<file path="src/rtl/rsa_exp_engine.sv">
// Modular exponentiation engine: plain_text^exponent mod modulus by left-to-right
// square-and-multiply, each modular multiply done bit-serially (add/shift/reduce).
module rsa_exp_engine #(
  parameter int WIDTH = 8
) (
  input  logic             clk,
  input  logic             rstb,
  input  logic             en_rsa,
  input  logic             rst_rsa,
  input  logic [WIDTH-1:0] plain_text,
  input  logic [WIDTH-1:0] exponent,
  input  logic [WIDTH-1:0] modulus,
  output logic             eoc,
  output logic [WIDTH-1:0] encrypted_text
);

  localparam int CW = $clog2(WIDTH);
  localparam int PW = WIDTH + 2;
  localparam logic [CW-1:0]    CNT_MAX = CW'(WIDTH - 1);
  localparam logic [CW-1:0]    CNT_ONE = CW'(1);
  localparam logic [WIDTH-1:0] ONE     = WIDTH'(1);

  typedef enum logic [2:0] {
    S_IDLE,
    S_REDUCE,
    S_SQUARE,
    S_MULT,
    S_DONE
  } state_e;

  state_e           state_q, state_d;
  logic [WIDTH-1:0] a_q, a_d;
  logic [WIDTH-1:0] r_q, r_d;
  logic [WIDTH-1:0] m_q, m_d;
  logic [WIDTH-1:0] e_q, e_d;
  logic [PW-1:0]    p_q, p_d;
  logic [CW-1:0]    bit_q, bit_d;
  logic [CW-1:0]    cnt_q, cnt_d;
  logic [WIDTH-1:0] enc_q, enc_d;

  // Shared datapath: REDUCE feeds one dividend bit (A is the dividend shift register),
  // SQUARE/MULT feed R when the scanned multiplier bit is set. Sum stays below 3M.
  logic          mul_bit;
  logic [PW-1:0] addend, sum, m_ext, red1, red2;

  always_comb begin
    mul_bit = (state_q == S_MULT) ? a_q[cnt_q] : r_q[cnt_q];
    addend  = '0;
    case (state_q)
      S_REDUCE:       addend = PW'(a_q[WIDTH-1]);
      S_SQUARE,
      S_MULT:         addend = mul_bit ? {2'b00, r_q} : '0;
      default:        addend = '0;
    endcase
    m_ext = {2'b00, m_q};
    sum   = (p_q << 1) + addend;
    red1  = (sum  >= m_ext) ? sum  - m_ext : sum;
    red2  = (red1 >= m_ext) ? red1 - m_ext : red1;
  end

  always_comb begin
    state_d = state_q;
    a_d     = a_q;
    r_d     = r_q;
    m_d     = m_q;
    e_d     = e_q;
    p_d     = p_q;
    bit_d   = bit_q;
    cnt_d   = cnt_q;
    enc_d   = enc_q;
    if (!rst_rsa) begin
      state_d = S_IDLE;
    end else if (en_rsa) begin
      case (state_q)
        S_IDLE: begin
          m_d   = modulus;
          e_d   = exponent;
          a_d   = plain_text;
          p_d   = '0;
          cnt_d = CNT_MAX;
          if (modulus[WIDTH-1:1] == '0) begin
            state_d = S_DONE;
            r_d     = '0;
            enc_d   = '0;
          end else begin
            state_d = S_REDUCE;
          end
        end
        S_REDUCE: begin
          p_d = red2;
          a_d = {a_q[WIDTH-2:0], 1'b0};
          if (cnt_q == '0) begin
            a_d     = red2[WIDTH-1:0];
            r_d     = ONE;
            p_d     = '0;
            bit_d   = CNT_MAX;
            cnt_d   = CNT_MAX;
            state_d = S_SQUARE;
          end else begin
            cnt_d = cnt_q - CNT_ONE;
          end
        end
        S_SQUARE, S_MULT: begin
          p_d = red2;
          if (cnt_q != '0) begin
            cnt_d = cnt_q - CNT_ONE;
          end else begin
            r_d   = red2[WIDTH-1:0];
            p_d   = '0;
            cnt_d = CNT_MAX;
            if (state_q == S_SQUARE && e_q[bit_q]) begin
              state_d = S_MULT;
            end else if (bit_q == '0) begin
              state_d = S_DONE;
              enc_d   = red2[WIDTH-1:0];
            end else begin
              bit_d   = bit_q - CNT_ONE;
              state_d = S_SQUARE;
            end
          end
        end
        S_DONE:  state_d = S_DONE;
        default: state_d = S_IDLE;
      endcase
    end
  end

  always_ff @(posedge clk) begin
    if (!rstb) begin
      state_q <= S_IDLE;
      a_q     <= '0;
      r_q     <= '0;
      m_q     <= '0;
      e_q     <= '0;
      p_q     <= '0;
      bit_q   <= '0;
      cnt_q   <= '0;
      enc_q   <= '0;
    end else begin
      state_q <= state_d;
      a_q     <= a_d;
      r_q     <= r_d;
      m_q     <= m_d;
      e_q     <= e_d;
      p_q     <= p_d;
      bit_q   <= bit_d;
      cnt_q   <= cnt_d;
      enc_q   <= enc_d;
    end
  end

  assign eoc            = (state_q == S_DONE);
  assign encrypted_text = enc_q;

endmodule

</file>
<file path="config.mk">
export PLATFORM = sky130hd
export DESIGN_NAME = rsa_exp_engine
export DESIGN_NICKNAME = d
export VERILOG_FILES = /design/src/rtl/rsa_exp_engine.sv
export SDC_FILE = /design/constraint.sdc
export NUM_CORES = 1
export LEC_CHECK = 0
export ABC_AREA = 1
export CORE_MARGIN = 4
export CORE_UTILIZATION = 55
export CTS_BUF_LIST = sky130_fd_sc_hd__clkbuf_16
export CTS_CLUSTER_SIZE = 28
export DETAILED_ROUTE_END_ITERATION = 8
export PLACE_DENSITY = 0.86
export SYNTH_ARGS = -nofsm -noshare
export SYNTH_HDL_FRONTEND = slang
export SYNTH_SLANG_ARGS = --single-unit
</file>
<file path="constraint.sdc">
create_clock -name clk -period 6.6 [get_ports clk]
set_clock_uncertainty 0.2 [all_clocks]
set_input_delay 1.32 -clock clk [delete_from_list [all_inputs] [get_ports clk]]
set_output_delay 1.32 -clock clk [all_outputs]
set_load 0.05 [all_outputs]
</file>
After elaboration in Yosys (flattened, before gate mapping)
Index checks and enable logic that the tools add are counted.
{"block": "totals", "elab_cells": 85, "out_inout_bits": 9, "regBits": 58}
{"block": "op_classes", "muxes": 38, "eq_ne": 10, "n_reduce_logical": 19, "magnitude_cmp": 4, "add_sub_neg": 5}
{"op": "8-bit 2-to-1 mux", "count": 8}
{"op": "8-bit one-hot mux with 2 select lines", "count": 3}
{"op": "3-bit 2-to-1 mux", "count": 11}
{"op": "9-bit 2-to-1 mux", "count": 3}
{"op": "9-bit one-hot mux with 3 select lines", "count": 1}
{"op": "8-bit one-hot mux with 3 select lines", "count": 1}
{"op": "10-bit by 8-bit >= comparator with 1-bit output", "count": 2}
{"op": "7-bit AND reduction", "count": 2}
{"op": "2-bit inequality test (second input constant)", "count": 6}
{"op": "3-bit one-hot mux with 4 select lines", "count": 1}
{"op": "3-bit AND reduction", "count": 4}
{"op": "10-bit by 8-bit adder with 10-bit output", "count": 1}
{"op": "10-bit 2-to-1 mux", "count": 1}
{"op": "10-bit by 8-bit subtractor with 10-bit output", "count": 1}
{"op": "1-bit binary-select mux with 3-bit select", "count": 3}
{"op": "3-bit logical NOT", "count": 3}
{"op": "3-bit one-hot mux with 3 select lines", "count": 1}
{"op": "9-bit by 8-bit subtractor with 9-bit output", "count": 1}
{"op": "3-bit by 4-bit less-than comparator with 1-bit output (second input constant)", "count": 2}
{"op": "7-bit logical NOT", "count": 1}
{"op": "3-bit by 2-bit == test with 1-bit output (second input constant)", "count": 2}
{"op": "3-bit one-hot mux with 2 select lines", "count": 1}
{"op": "6-bit AND reduction", "count": 1}
{"op": "2-bit nonzero test", "count": 3}
{"op": "8 further kinds", "count": 13}

Logic depth before layout (Yosys ltp)
Gate-level depths: netlist of the first run.
{"block": "depth", "depth_word": 14, "mapped_depth": 38}

Worst setup path before layout of the first run
OpenSTA, ideal clock, no wires.
{"block": "synth_timing", "kind": "register -> register", "startpoint": "register cnt_q[0]", "endpoint": "register enc_q[6] (netlist: encrypted_text[6])", "period_less_slack_ns": 5.310, "setup_ns": 0.128, "stages_incl_launch_ff": 36, "setup_slack_ns": 1.290, "t_arrival_ns": 4.982, "cell_sequence": "dfxtp_1 clkbuf_1 nand2_1 o211ai_1 nand3_1 nand3_1 nand2_1 inv_1 nor3_1 ha_1 fa_1 nand3_1 nand2_1 a21oi_1 nand2_1 nand2_1 inv_1 ha_1 nand2_1 inv_1 a21oi_1 nand2_2 nor2_2 nand3_1 nand2_1 nand2_1 ha_1 fa_1 o21ai_0 a21oi_1 inv_1 nor2_8 nand2_8 nand2_2 nand3_1 a21oi_1"}
{"block": "synth_via", "elab_chain_len": 14, "word_cells_on_any_way": 21, "cone_classes": "add/sub (3); order compare (2); eq/ne (1); mux (13); reduce/logical (2)"}
{"element": "start: declaration", "line": "38", "rtl": "logic [CW-1:0] cnt_q, cnt_d;"}
{"element": "start signal: assignment", "line": "147", "rtl": "cnt_q <= cnt_d;"}
{"element": "1-bit binary-select mux with 3-bit select", "line": "47", "rtl": "mul_bit = (state_q == S_MULT) ? a_q[cnt_q] : r_q[cnt_q];"}
{"element": "1-bit 2-to-1 mux (implied by the code)", "line": "47"}
{"element": "1-bit 2-to-1 mux", "line": "47"}
{"element": "8-bit 2-to-1 mux", "line": "52", "rtl": "S_MULT: addend = mul_bit ? {2'b00, r_q} : '0;"}
{"element": "8-bit one-hot mux with 2 select lines", "line": "49", "rtl": "case (state_q)"}
{"element": "10-bit by 8-bit adder with 10-bit output", "line": "56", "rtl": "sum = (p_q << 1) + addend;"}
{"element": "10-bit by 8-bit subtractor with 10-bit output / 10-bit by 8-bit >= comparator with 1-bit output (equally long branches)", "line": "57", "rtl": "red1 = (sum >= m_ext) ? sum - m_ext : sum;"}
{"element": "10-bit 2-to-1 mux", "line": "57"}
{"element": "9-bit by 8-bit subtractor with 9-bit output / 10-bit by 8-bit >= comparator with 1-bit output (equally long branches)", "line": "58", "rtl": "red2 = (red1 >= m_ext) ? red1 - m_ext : red1;"}
{"element": "9-bit 2-to-1 mux", "line": "58"}
{"element": "8-bit 2-to-1 mux", "line": "113", "rtl": "end else if (bit_q == '0) begin"}
{"element": "8-bit 2-to-1 mux", "line": "111", "rtl": "if (state_q == S_SQUARE && e_q[bit_q]) begin"}
{"element": "8-bit 2-to-1 mux", "line": "105", "rtl": "if (cnt_q != '0) begin"}
{"element": "8-bit one-hot mux with 2 select lines", "line": "74", "rtl": "case (state_q)"}
{"element": "end signal: assignment", "line": "148", "rtl": "enc_q <= enc_d;"}
{"element": "end: declaration", "line": "39", "rtl": "logic [WIDTH-1:0] enc_q, enc_d;"}
Several ways; a longest one is shown, not always the timed one. The select of a mux whose other input is x is not followed.
A chain may end at the register's enable or synchronous reset.

Worst setup path in the final report of the first run
{"block": "layout_timing", "startpoint": "register cnt_q[0]", "endpoint": "register r_q[6]"}
{"block": "layout_via", "elab_chain_len": 12, "word_cells_on_any_way": 21, "cone_classes": "add/sub (3); order compare (2); eq/ne (2); mux (11); reduce/logical (3)"}
{"element": "1-bit binary-select mux with 3-bit select", "line": "47"}
{"element": "1-bit 2-to-1 mux (implied by the code)", "line": "47"}
{"element": "1-bit 2-to-1 mux", "line": "47"}
{"element": "8-bit 2-to-1 mux", "line": "52"}
{"element": "8-bit one-hot mux with 2 select lines", "line": "49"}
{"element": "10-bit by 8-bit adder with 10-bit output", "line": "56"}
{"element": "10-bit by 8-bit subtractor with 10-bit output / 10-bit by 8-bit >= comparator with 1-bit output (equally long branches)", "line": "57"}
{"element": "10-bit 2-to-1 mux", "line": "57"}
{"element": "9-bit by 8-bit subtractor with 9-bit output / 10-bit by 8-bit >= comparator with 1-bit output (equally long branches)", "line": "58"}
{"element": "9-bit 2-to-1 mux", "line": "58"}
{"element": "8-bit 2-to-1 mux", "line": "105"}
{"element": "8-bit one-hot mux with 3 select lines", "line": "74"}
{"element": "end signal: assignment", "line": "142", "rtl": "r_q <= r_d;"}
{"element": "end: declaration", "line": "33", "rtl": "logic [WIDTH-1:0] r_q, r_d;"}
Several ways; a longest one is shown, not always the timed one. The select of a mux whose other input is x is not followed.

==> results of run 1 <==
[Yosys cell counts (all sizes together) (3+ instances only)]
library cell	instances	area [µm²]
a21oi	80	412
a221oi	7	61.3
clkbuf	13	52.6
dfxtp	58	1160
fa	3	60.1
ha	27	338
inv	81	304
nand2	142	584
nand3	62	340
nor2	35	186
nor3	11	55.1
o211ai	4	30.0
o21ai	49	253
xnor2	5	43.8
xor2	13	114
[registers in the layout, summed over array words and instances (netlist names)]
| register | cells |
|---|---|
| p_q | 9 |
| cnt_q | 3 |
| a_q | 8 |
| encrypted_text | 8 |
| bit_q | 3 |
| r_q | 8 |
| e_q | 8 |
| state_q | 3 |
| m_q | 8 |
[worst max path at each step]
stage | start | to | slack (ns)
after floorplan | cnt_q[0] | encrypted_text[6] | 1.29
after global placement | cnt_q[0] | r_q[6] | 0.55
after detailed placement | cnt_q[0] | r_q[6] | 0.25
after CTS | cnt_q[0] | r_q[6] | 0.19
after global routing | cnt_q[0] | a_q[3] | -0.002
final | cnt_q[0] | r_q[6] | 0.46
[layer usage]
layer | vias up | routed length [µm] | track usage [%]
met2 | 153 | 5790 | 47.6
met1 | 1988 | 4890 | 33.8
met4 | 0 | 454 | 15.2
met3 | 39 | 695 | 5.42
li1 | 2098 | - | -
met5 | - | 0 | 0
[power breakdown]
group | internal (mW) | switching [mW] | total (mW)
sequential | 0.370 | 0.0149 | 0.385
combinational | 0.264 | 0.537 | 0.801
clock | 0.326 | 0.166 | 0.492
total | 0.960 | 0.718 | 1.68
[layout by cell type (no fill, tap or decap), types with 2 or more instances in the layout]
master,Yosys,routed
clkdlybuf4s50_1,0,36
nand3_1,56,56
xnor2_1,5,5
buf_4,0,3
o21ai_2,2,2
o21ai_1,0,2
o211ai_1,4,4
nand2_2,11,11
a221oi_1,7,7
a21oi_2,3,3
nor2_2,3,3
nor2_1,28,28
dfxtp_1,58,57
xor2_1,13,13
o21ai_0,47,45
nand2_1,129,129
nand3_2,6,6
clkinv_2,0,2
or2_2,2,2
ha_1,27,27
inv_1,80,79
a31oi_1,2,2
fa_1,3,3
clkinv_1,2,2
nor3_1,11,11
bufinv_16,0,2
a21oi_1,77,77
nor2_4,2,2
nor4_1,2,2
nand4_1,2,2
nor2_8,2,2
clkbuf_16,0,9
inv_2,1,2
[worst register-to-register path, delay by kind of cell (launching register included)]
kind | cells | cell delay [ns]
xor gates and xnor gates | 1 | 0.28
AOI/OAI and AO/OA | 5 | 0.75
buffers and inverters | 4 | 0.42
and+or+nand+nor | 20 | 2.64
DFF | 1 | 0.46
adders and majority gates | 4 | 1.24
[cells by family (layout without fill, tap and decap cells)]
family | count (synthesis) | after routing
AOI/OAI and AO/OA | 148 | 148
DFF | 58 | 58
and+or+nand+nor | 257 | 257
xor gates and xnor gates | 18 | 18
adders and majority gates | 30 | 30
buffers and inverters | 96 | 137
[final cells by class]
type | instances | area, µm² | share of cell area (%)
sequential | 58 | 1160 | 23.9
tap | 99 | 124 | 2.54
clock buffer | 9 | 225 | 4.62
clock inverter | 6 | 82.6 | 1.69
inverter | 83 | 315 | 6.47
timing repair buffer | 39 | 383 | 7.86
multi-input combinational | 453 | 2580 | 53.0
[through the flow]
step                total power [mW]  cell area, µm²
floorplan                      0.984            4110
global placement                1.15            4550
detailed placement              1.16            4550
CTS                             1.65            4860
global route                    1.77            4870
finish                          1.68            4870
[what timing repair did]
action                                  in CTS  in global routing
endpoints found under the setup margin       0                 33
setup buffers                                0                  1
resized for setup                            0                  5
==> flow_summary_export.csv, run 1 <==
group,metric,value,unit
power_and_ir_drop,power_leakage,2.20,nW
placed_design,gp_congestion,0.947,
sta,setup_viol,0,
critical_path,path_buf_inv,4,
yosys,ys_async_sr_fraction,0,%
yosys,yosys_most_used_dff,"dfxtp_1",
clock_tree,cts_tree,"yes",
sta,drv_slew,0,
floorplan,rows,31,
clock_tree,cts-hold-fix-buffers,0,
yosys,synth_adder_area_share,9.69,%
critical_path,critPathRequiredTime,6.59,ns
clock_tree,clk_latency,0.34,ns
global_route,antenna_found_initial,0,
critical_path,worstPathArrival,6.13,ns
layout,nFillCells,661,
yosys,synth_mux_area_share,0,%
yosys,yosysUniqueCellTypes,38,
global_route,grt_pass1_vias,4176,
worst_hold_path,min_from,"e_q[0]",
yosys,ys_seq_elements,58,
critical_path,r2r_end,"r_q[6]",
sta,fmaxAchievable,163,MHz
critical_path,cp_max_fo,12,
yosys,synth_enable_flop_cells,0,
yosys,synth_top_family_by_area,"simple AND/OR/NAND/NOR gates",
global_route,grt_pass1_wl,19400,µm
route,wl,11800,µm
critical_path,worstSetupEndpointType,"register",
yosys,synth-xor-area-share,3.84,%
sta,fin_setup_tns,0,ns
route,vias_per_cell,5.73,
route,final_antenna_net_count,0,
sta,hold_ws,0.262,ns
yosys,ys_seq_area_share,28.3,%
floorplan,dieArea,8910,µm²
critical_path,worstRegToRegCells,34,
clock_tree,cts-root-buf,"clkbuf_16",
floorplan,die_height,94.4,µm
yosys,synth_simple_gate_area_share,29.5,%
power_and_ir_drop,ir_drop,0.000223,V
route,wl_per_cell,15.8,µm
clock_tree,clk_pin_slew,0.05,ns
global_route,grt_max_degree,40,
critical_path,r2r_start,"cnt_q[0]",
route,drt-pass1-iter-count,5,
yosys,ys_warn_count,0,
clock_tree,cts.sinks,58,
floorplan,ios,37,
route,drc,0,
flow_run,drv_cap,0,
placed_design,port_buffers,36,
yosys,synth.avg_cell_area,6.77,µm²
sta,worst_pin_slew,0.813,ns
sta,layout_setup_ws,0.458,ns
yosys,syn_area,4110,µm²
power_and_ir_drop,power.density,344,nW/µm²
yosys,syn_inst,607,
critical_path,crit_path_top_delay_cell,"dfxtp_2",
critical_path,crit_top_cell,"nand2_1",
critical_path,cpPeakStageDelay,0.46,ns
critical_path,crit_type,"register to register",
sta,fin_crit_sh,93.1,%
global_route,grt_use_total,28.2,%
critical_path,cp_num_cells,34,
placed_design,pre_cts_ws,0.246,ns
placed_design,place_inst,731,
global_route,grt_overflow,0,
sta,slew_headroom,45.6,%
yosys,synth_nets,665,
clock_tree,h-tree-depth,3,
layout,diodes,0,
route,drtIter0Drc,288,
route,vias,4278,
floorplan,start_util,56.6,%
critical_path,start_kind,"register",
run_status,status,"completed",
layout,syn_to_final_growth,18.7,%
critical_path,rrSetupSlack,0.46,ns
worst_hold_path,min_to,"e_q[0]",
clock_tree,numCtsBuffers,9,
critical_path,crit_family,"simple AND/OR/NAND/NOR gates",
layout,drive_above_1_share,8.33,%
layout,fin_cells,747,
worst_hold_path,hold_path.class,"register to register",
floorplan,dieWidth,94.4,µm
layout,final_nets,702,
sta,fin_crit,6.14,ns
layout,fin_util,67.2,%
placed_design,place_hpwl,9140,µm
worst_hold_path,min_path_cells,2,
floorplan,core_area,7250,µm²
clock_tree,clk_path_buf_depth,2,
yosys,synth_compound_area_share,19.8,%
sta,hold_violations,0,
Note: power is estimated with default switching activity, not from simulation.
==> run 2, diff against run 1 <==
==> constraint.sdc (replaced) <==
create_clock -name clk -period 7.8 [get_ports clk]
set_clock_uncertainty 0.2 [all_clocks]
set_input_delay 1.56 -clock clk [delete_from_list [all_inputs] [get_ports clk]]
set_output_delay 1.56 -clock clk [all_outputs]
set_load 0.05 [all_outputs]
==> run 2 against run 1 <==
Global-route usage down 0.82 points. Final area is 0.69% lower. Maximum frequency shrank 3.9%. Clock power fell by 20%. Combinational power is 17% lower. Die area did not move. Hold slack worse by 0.0033 ns. Utilization shrank 0.47 points. Sequential power shrank 16%. Routed wire length shrank 1.9%. Critical path depth unchanged. Largest cell class unchanged.
==> flow_summary_export.csv, run 2 (same netlist as run 1, synthesis figures left out) <==
group,metric,value,unit
sta,worst_pin_slew,0.847,ns
route,met2_wirelength,5640,µm
floorplan,ios,37,
global_route,grt_overflow,0,
route,vias_per_cell,5.66,
critical_path,start_kind,"register",
clock_tree,numCtsBuffers,9,
sta,fin_setup_tns,0,ns
sta,fin_crit,6.39,ns
floorplan,dieArea,8910,µm²
route,wl_met3,685,µm
placed_design,place_hpwl,8920,µm
placed_design,gp_congestion,0.930,
run_status,status,"completed",
clock_tree,clk_latency,0.33,ns
critical_path,cp-endpoint,"r_q[6]",
critical_path,cpPeakStageDelay,0.53,ns
floorplan,core_area,7250,µm²
route,final_antenna_net_count,0,
clock_tree,clk_pin_slew,0.06,ns
sta,fin_crit_sh,81.9,%
layout,layout_commonest_cell,"nand2_1",
power_and_ir_drop,ir_drop,0.000162,V
power_and_ir_drop,power.density,285,nW/µm²
sta,drv_slew,0,
route,wl_met1,5040,µm
global_route,grt_use_total,27.4,%
clock_tree,cts_setup_buffers,0,
critical_path,r2r_start,"cnt_q[0]",
layout,largest_reg_flops,9,
placed_design,port_buffers,36,
sta,hold_violations,0,
route,wl,11600,µm
critical_path,worstRegToRegCells,34,
route,drtIter0Drc,440,
route,top_layer,"met4",
sta,slew_headroom,43.4,%
critical_path,worstPathArrival,6.38,ns
route,wl_per_cell,15.6,µm
layout,mostFrequentLayoutCells,"nand2_1 (129), inv_1 (80), a21oi_1 (77)",
floorplan,start_util,56.6,%
flow_run,drv_cap,0,
clock_tree,cts-root-buf,"clkbuf_16",
layout,final_nets,700,
route,drc,0,
critical_path,crit_start,"cnt_q[0]",
route,drt-pass1-iter-count,5,
route,vias,4219,
layout,syn_to_final_growth,17.9,%
critical_path,cp_max_fo,12,
clock_tree,ctsResizeCount,0,
clock_tree,cts.sinks,58,
global_route,antenna_found_initial,0,
floorplan,rows,31,
critical_path,r2r_end,"r_q[6]",
clock_tree,clk_path_buf_depth,2,
power_and_ir_drop,power_leakage,2.18,nW
layout,diodes,0,
critical_path,critPathRequiredTime,7.78,ns
layout,drive_above_1_share,7.88,%
critical_path,crit_type,"register to register",
sta,grt_setup_unrepaired,"no",
critical_path,worstSetupEndpointType,"register",
worst_hold_path,hold_path.class,"register to register",
floorplan,die_height,94.4,µm
critical_path,crit_path_top_delay_cell,"dfxtp_1",
sta,hold_ws,0.258,ns
global_route,grt_max_degree,40,
clock_tree,cts-hold-fix-buffers,0,
sta,setup_viol,0,
layout,top_register,"p_q",
floorplan,dieWidth,94.4,µm
global_route,grt_pass1_wl,19100,µm
clock_tree,h-tree-depth,3,
sta,fmaxAchievable,156,MHz
global_route,grt_pass1_vias,3969,
clock_tree,cts_tree,"yes",
critical_path,rrSetupSlack,1.41,ns
critical_path,crit_top_cell,"nand2_1",
[run 2: through the flow]
stage | setup WS, ns | cell area, µm² | std cells | utilization [%] | total power, mW
3_3_place_gp | 1.71 | 4550 | 730 | 62.7 | 0.962
2_1_floorplan | 2.49 | 4110 | 607 | - | 0.833
4_1_cts | 1.50 | 4840 | 746 | 66.7 | 1.37
5_1_grt | 0.849 | 4840 | 746 | 66.7 | 1.46
3_5_place_dp | 1.55 | 4550 | 730 | 62.7 | 0.973
6_report | 1.41 | 4840 | 746 | 66.7 | 1.38
[run 2: worst min-delay path by stage]
| stage | end | slack, ns | startpoint | cells past startpoint |
|---|---|---|---|---|
| 3_5_place_dp | e_q[3] | 0.25 | e_q[3] | 2 |
| 5_1_grt | e_q[1] | 0.29 | e_q[1] | 2 |
| 6_report | e_q[3] | 0.26 | e_q[3] | 2 |
| 3_3_place_gp | e_q[1] | 0.24 | e_q[1] | 2 |
| 2_1_floorplan | e_q[3] | 0.23 | e_q[3] | 2 |
| 4_1_cts | e_q[3] | 0.26 | e_q[3] | 2 |
[run 2: cell type report]
cell class / count / area (µm²)
Multi-Input combinational cell: 453 / 2580
Fill cell: 668 / 2410
Sequential cell: 58 / 1160
Timing Repair Buffer: 37 / 368
Inverter: 83 / 312
Clock buffer: 9 / 225
Tap cell: 99 / 124
Clock inverter: 7 / 68.8
[run 2: critical path: cells and delay by family, from the launching register on]
kind / cells / cell delay, ns
AO/OA/AOI/OAI: 6 / 1.14
XOR/XNOR: 1 / 0.21
adder cells (fa/ha/maj): 5 / 1.58
buffers and inverters: 4 / 0.63
flip-flops: 1 / 0.53
AND/OR/NAND/NOR: 18 / 1.96
[run 2: where the power goes]
group / internal, mW / switching (mW)
clock network: 0.246 / 0.148
logic: 0.221 / 0.441
registers: 0.313 / 0.0124
[run 2: routing by layer]
metal,global-route usage [%],vias to the layer above
li1,-,2094
met1,35.3,1931
met2,46.5,166
met3,5.10,28
met4,8.42,0
met5,0,-
==> run 3, diff against run 2 <==
--- a/config.mk
+++ b/config.mk
@@ -7,7 +7,7 @@
 export LEC_CHECK = 0
 export ABC_AREA = 1
 export CORE_MARGIN = 4
-export CORE_UTILIZATION = 55
+export CORE_UTILIZATION = 53
 export CTS_BUF_LIST = sky130_fd_sc_hd__clkbuf_16
 export CTS_CLUSTER_SIZE = 28
 export DETAILED_ROUTE_END_ITERATION = 8
==> constraint.sdc (replaced) <==
create_clock -name clk -period 5.2 [get_ports clk]
set_clock_uncertainty 0.2 [all_clocks]
set_input_delay 1.04 -clock clk [delete_from_list [all_inputs] [get_ports clk]]
set_output_delay 1.04 -clock clk [all_outputs]
set_load 0.05 [all_outputs]
==> run 3 against run 2 <==
The flow now finishes with violations (negative setup slack). Die area is 3.5% higher. Power is 130% higher. Combinational power grew to 3.0 times the previous value. Global-route usage is 5.0 points higher. Non-clock buffer count is 97 higher. Routed wire length is 40% higher. Count of clock-buffer cells in the layout stayed put. Via count is 22% higher. Sequential cell count stayed put. Clock power is 61% higher. First-iteration DRC count is 3.9% higher. Register-to-register slack worse by 1.8 ns. Critical path type unchanged. Highest routed layer unchanged.
==> flow_summary_export.csv, run 3 (same netlist as run 1, synthesis figures left out) <==
group,metric,value,unit
route,vias_per_cell,6.09,
global_route,grt_overflow,0,
floorplan,dieWidth,96.0,µm
critical_path,start_kind,"register",
sta,fin_crit,5.55,ns
clock_tree,h-tree-depth,3,
layout,mostFrequentLayoutCells,"nand2_1 (110), buf_4 (93), inv_1 (74)",
critical_path,worstPathArrival,5.53,ns
sta,grt_setup_unrepaired,"yes",
global_route,grt-busiest-layer,"met2",
floorplan,core_area,7410,µm²
worst_hold_path,min_from,"e_q[3]",
sta,hold_violations,0,
critical_path,crit_path_top_delay_cell,"fa_2",
sta,drv_slew,0,
placed_design,place_inst,808,
layout,top_register,"p_q",
clock_tree,clk_path_buf_depth,2,
worst_hold_path,hold_path.class,"register to register",
sta,fmaxAchievable,180,MHz
critical_path,worstSetupEndpointType,"register",
critical_path,cpPeakStageDelay,0.36,ns
critical_path,r2r_start,"cnt_q[0]",
run_status,status,"finished with violations",
global_route,met1_usage,37.2,%
floorplan,die_height,96.0,µm
critical_path,critPathRequiredTime,5.19,ns
global_route,grt_pass1_vias,4896,
sta,fin_crit_sh,107,%
clock_tree,cts_tree,"yes",
sta,worst_pin_slew,1.19,ns
run_status,violations,"negative setup slack",
layout,syn_to_final_growth,54.5,%
clock_tree,numCtsBuffers,9,
route,drtIter0Drc,457,
sta,setup_viol,33,
clock_tree,clk_pin_slew,0.05,ns
global_route,grt_use_met2,56.7,%
global_route,grt_pass1_wl,22900,µm
layout,drive_above_1_share,34.1,%
placed_design,place_hpwl,9800,µm
sta,slew_headroom,20.7,%
critical_path,crit_top_cell,"nand2_2",
placed_design,gp_congestion,1.02,
floorplan,start_util,55.4,%
floorplan,rows,31,
layout,nFillCells,408,
global_route,grt_max_degree,40,
layout,largest_reg_flops,9,
critical_path,crit_start,"cnt_q[0]",
layout,diodes,0,
power_and_ir_drop,power.density,490,nW/µm²
layout,layout_commonest_cell,"nand2_1",
route,vias,5154,
layout,fin_util,85.7,%
global_route,grtUsageMet3,5.79,%
critical_path,cp_max_fo,5,
critical_path,crit_family,"simple AND/OR/NAND/NOR gates",
critical_path,path_buf_inv,5,
floorplan,ios,37,
global_route,grt_use_total,32.3,%
route,drc,0,
route,final_antenna_net_count,0,
sta,layout_setup_ws,-0.347,ns
layout,final_nets,800,
critical_path,crit_type,"register to register",
global_route,antenna_found_initial,0,
flow_run,drv_cap,0,
power_and_ir_drop,power_leakage,2.73,nW
route,wl_per_cell,19.2,µm
clock_tree,cts.sinks,58,
clock_tree,cts-root-buf,"clkbuf_16",
placed_design,pre_cts_ws,-0.547,ns
power_and_ir_drop,ir_drop,0.000362,V
floorplan,dieArea,9220,µm²
clock_tree,clk_latency,0.33,ns
layout,fin_cells,846,
route,drt-pass1-iter-count,6,
placed_design,port_buffers,36,
clock_tree,cts-hold-fix-buffers,0,
route,wl,16200,µm
-- run 3: cell count changes in the layout (fill, tap and decap cells not counted), sizes merged --
| cell | before | now |
|---|---|---|
| buf | 1 | 98 |
| clkinvlp | 2 | 0 |
| nor2 | 35 | 37 |
| bufinv | 1 | 2 |
| clkinv | 5 | 6 |
| nand2 | 142 | 143 |
-- run 3: worst paths after layout --
kind / cells after the start / slack (ns) / end
setup / recovery: 32 / -0.35 / r_q[7]
hold / removal: 2 / 0.25 / e_q[3]
setup reg to reg: 32 / -0.35 / r_q[7]
hold reg to reg: 2 / 0.25 / e_q[3]
-- run 3: layout make-up --
class	count	area, µm²	area share (%)
inverters	83	315	4.97
repair buffers	134	1120	17.7
clock buffers	9	225	3.55
flip-flops and latches	58	1160	18.4
well taps	99	124	1.95
multi-input cells	456	3310	52.1
clock inverters	7	85.1	1.34
-- run 3: power by group --
group | internal (mW) | switching [mW]
clock network | 0.414 | 0.221
logic | 0.816 | 1.17
registers | 0.469 | 0.0169
total | 1.70 | 1.41
-- run 3: repair_timing --
action,in CTS,in global routing
gates resized for setup,72,75
setup endpoints to repair,33,33
setup buffers,8,13
cloned,3,0
pin swaps,26,49
-- run 3: metrics by stage --
stage / instance area (µm²) / total power [mW] / setup TNS (ns) / hold slack [ns]
floorplan: 4110 / 1.25 / 0 / 0.230
global route: 6350 / 3.22 / -13.66 / 0.272
finish: 6350 / 3.11 / -7.23 / 0.253
CTS: 5870 / 2.63 / -0.0237 / 0.255
detailed placement: 5130 / 1.69 / -15.95 / 0.247
global placement: 5130 / 1.67 / -7.14 / 0.246
-- run 3: worst reg2reg max path: cells and delay by family (launching register included) --
kind / cells / cell delay, ns
AOI/OAI and AO/OA: 6 / 0.82
xor gates and xnor gates: 2 / 0.63
buffers and inverters: 5 / 0.60
adders and majority gates: 4 / 1.21
and+or+nand+nor: 15 / 1.61
DFF: 1 / 0.35
-- run 3: layer usage --
layer	up-vias	routed length (µm)
met2	340	7860
li1	2310	-
met1	2403	6070
met4	0	956
met3	101	1340
met5	-	0
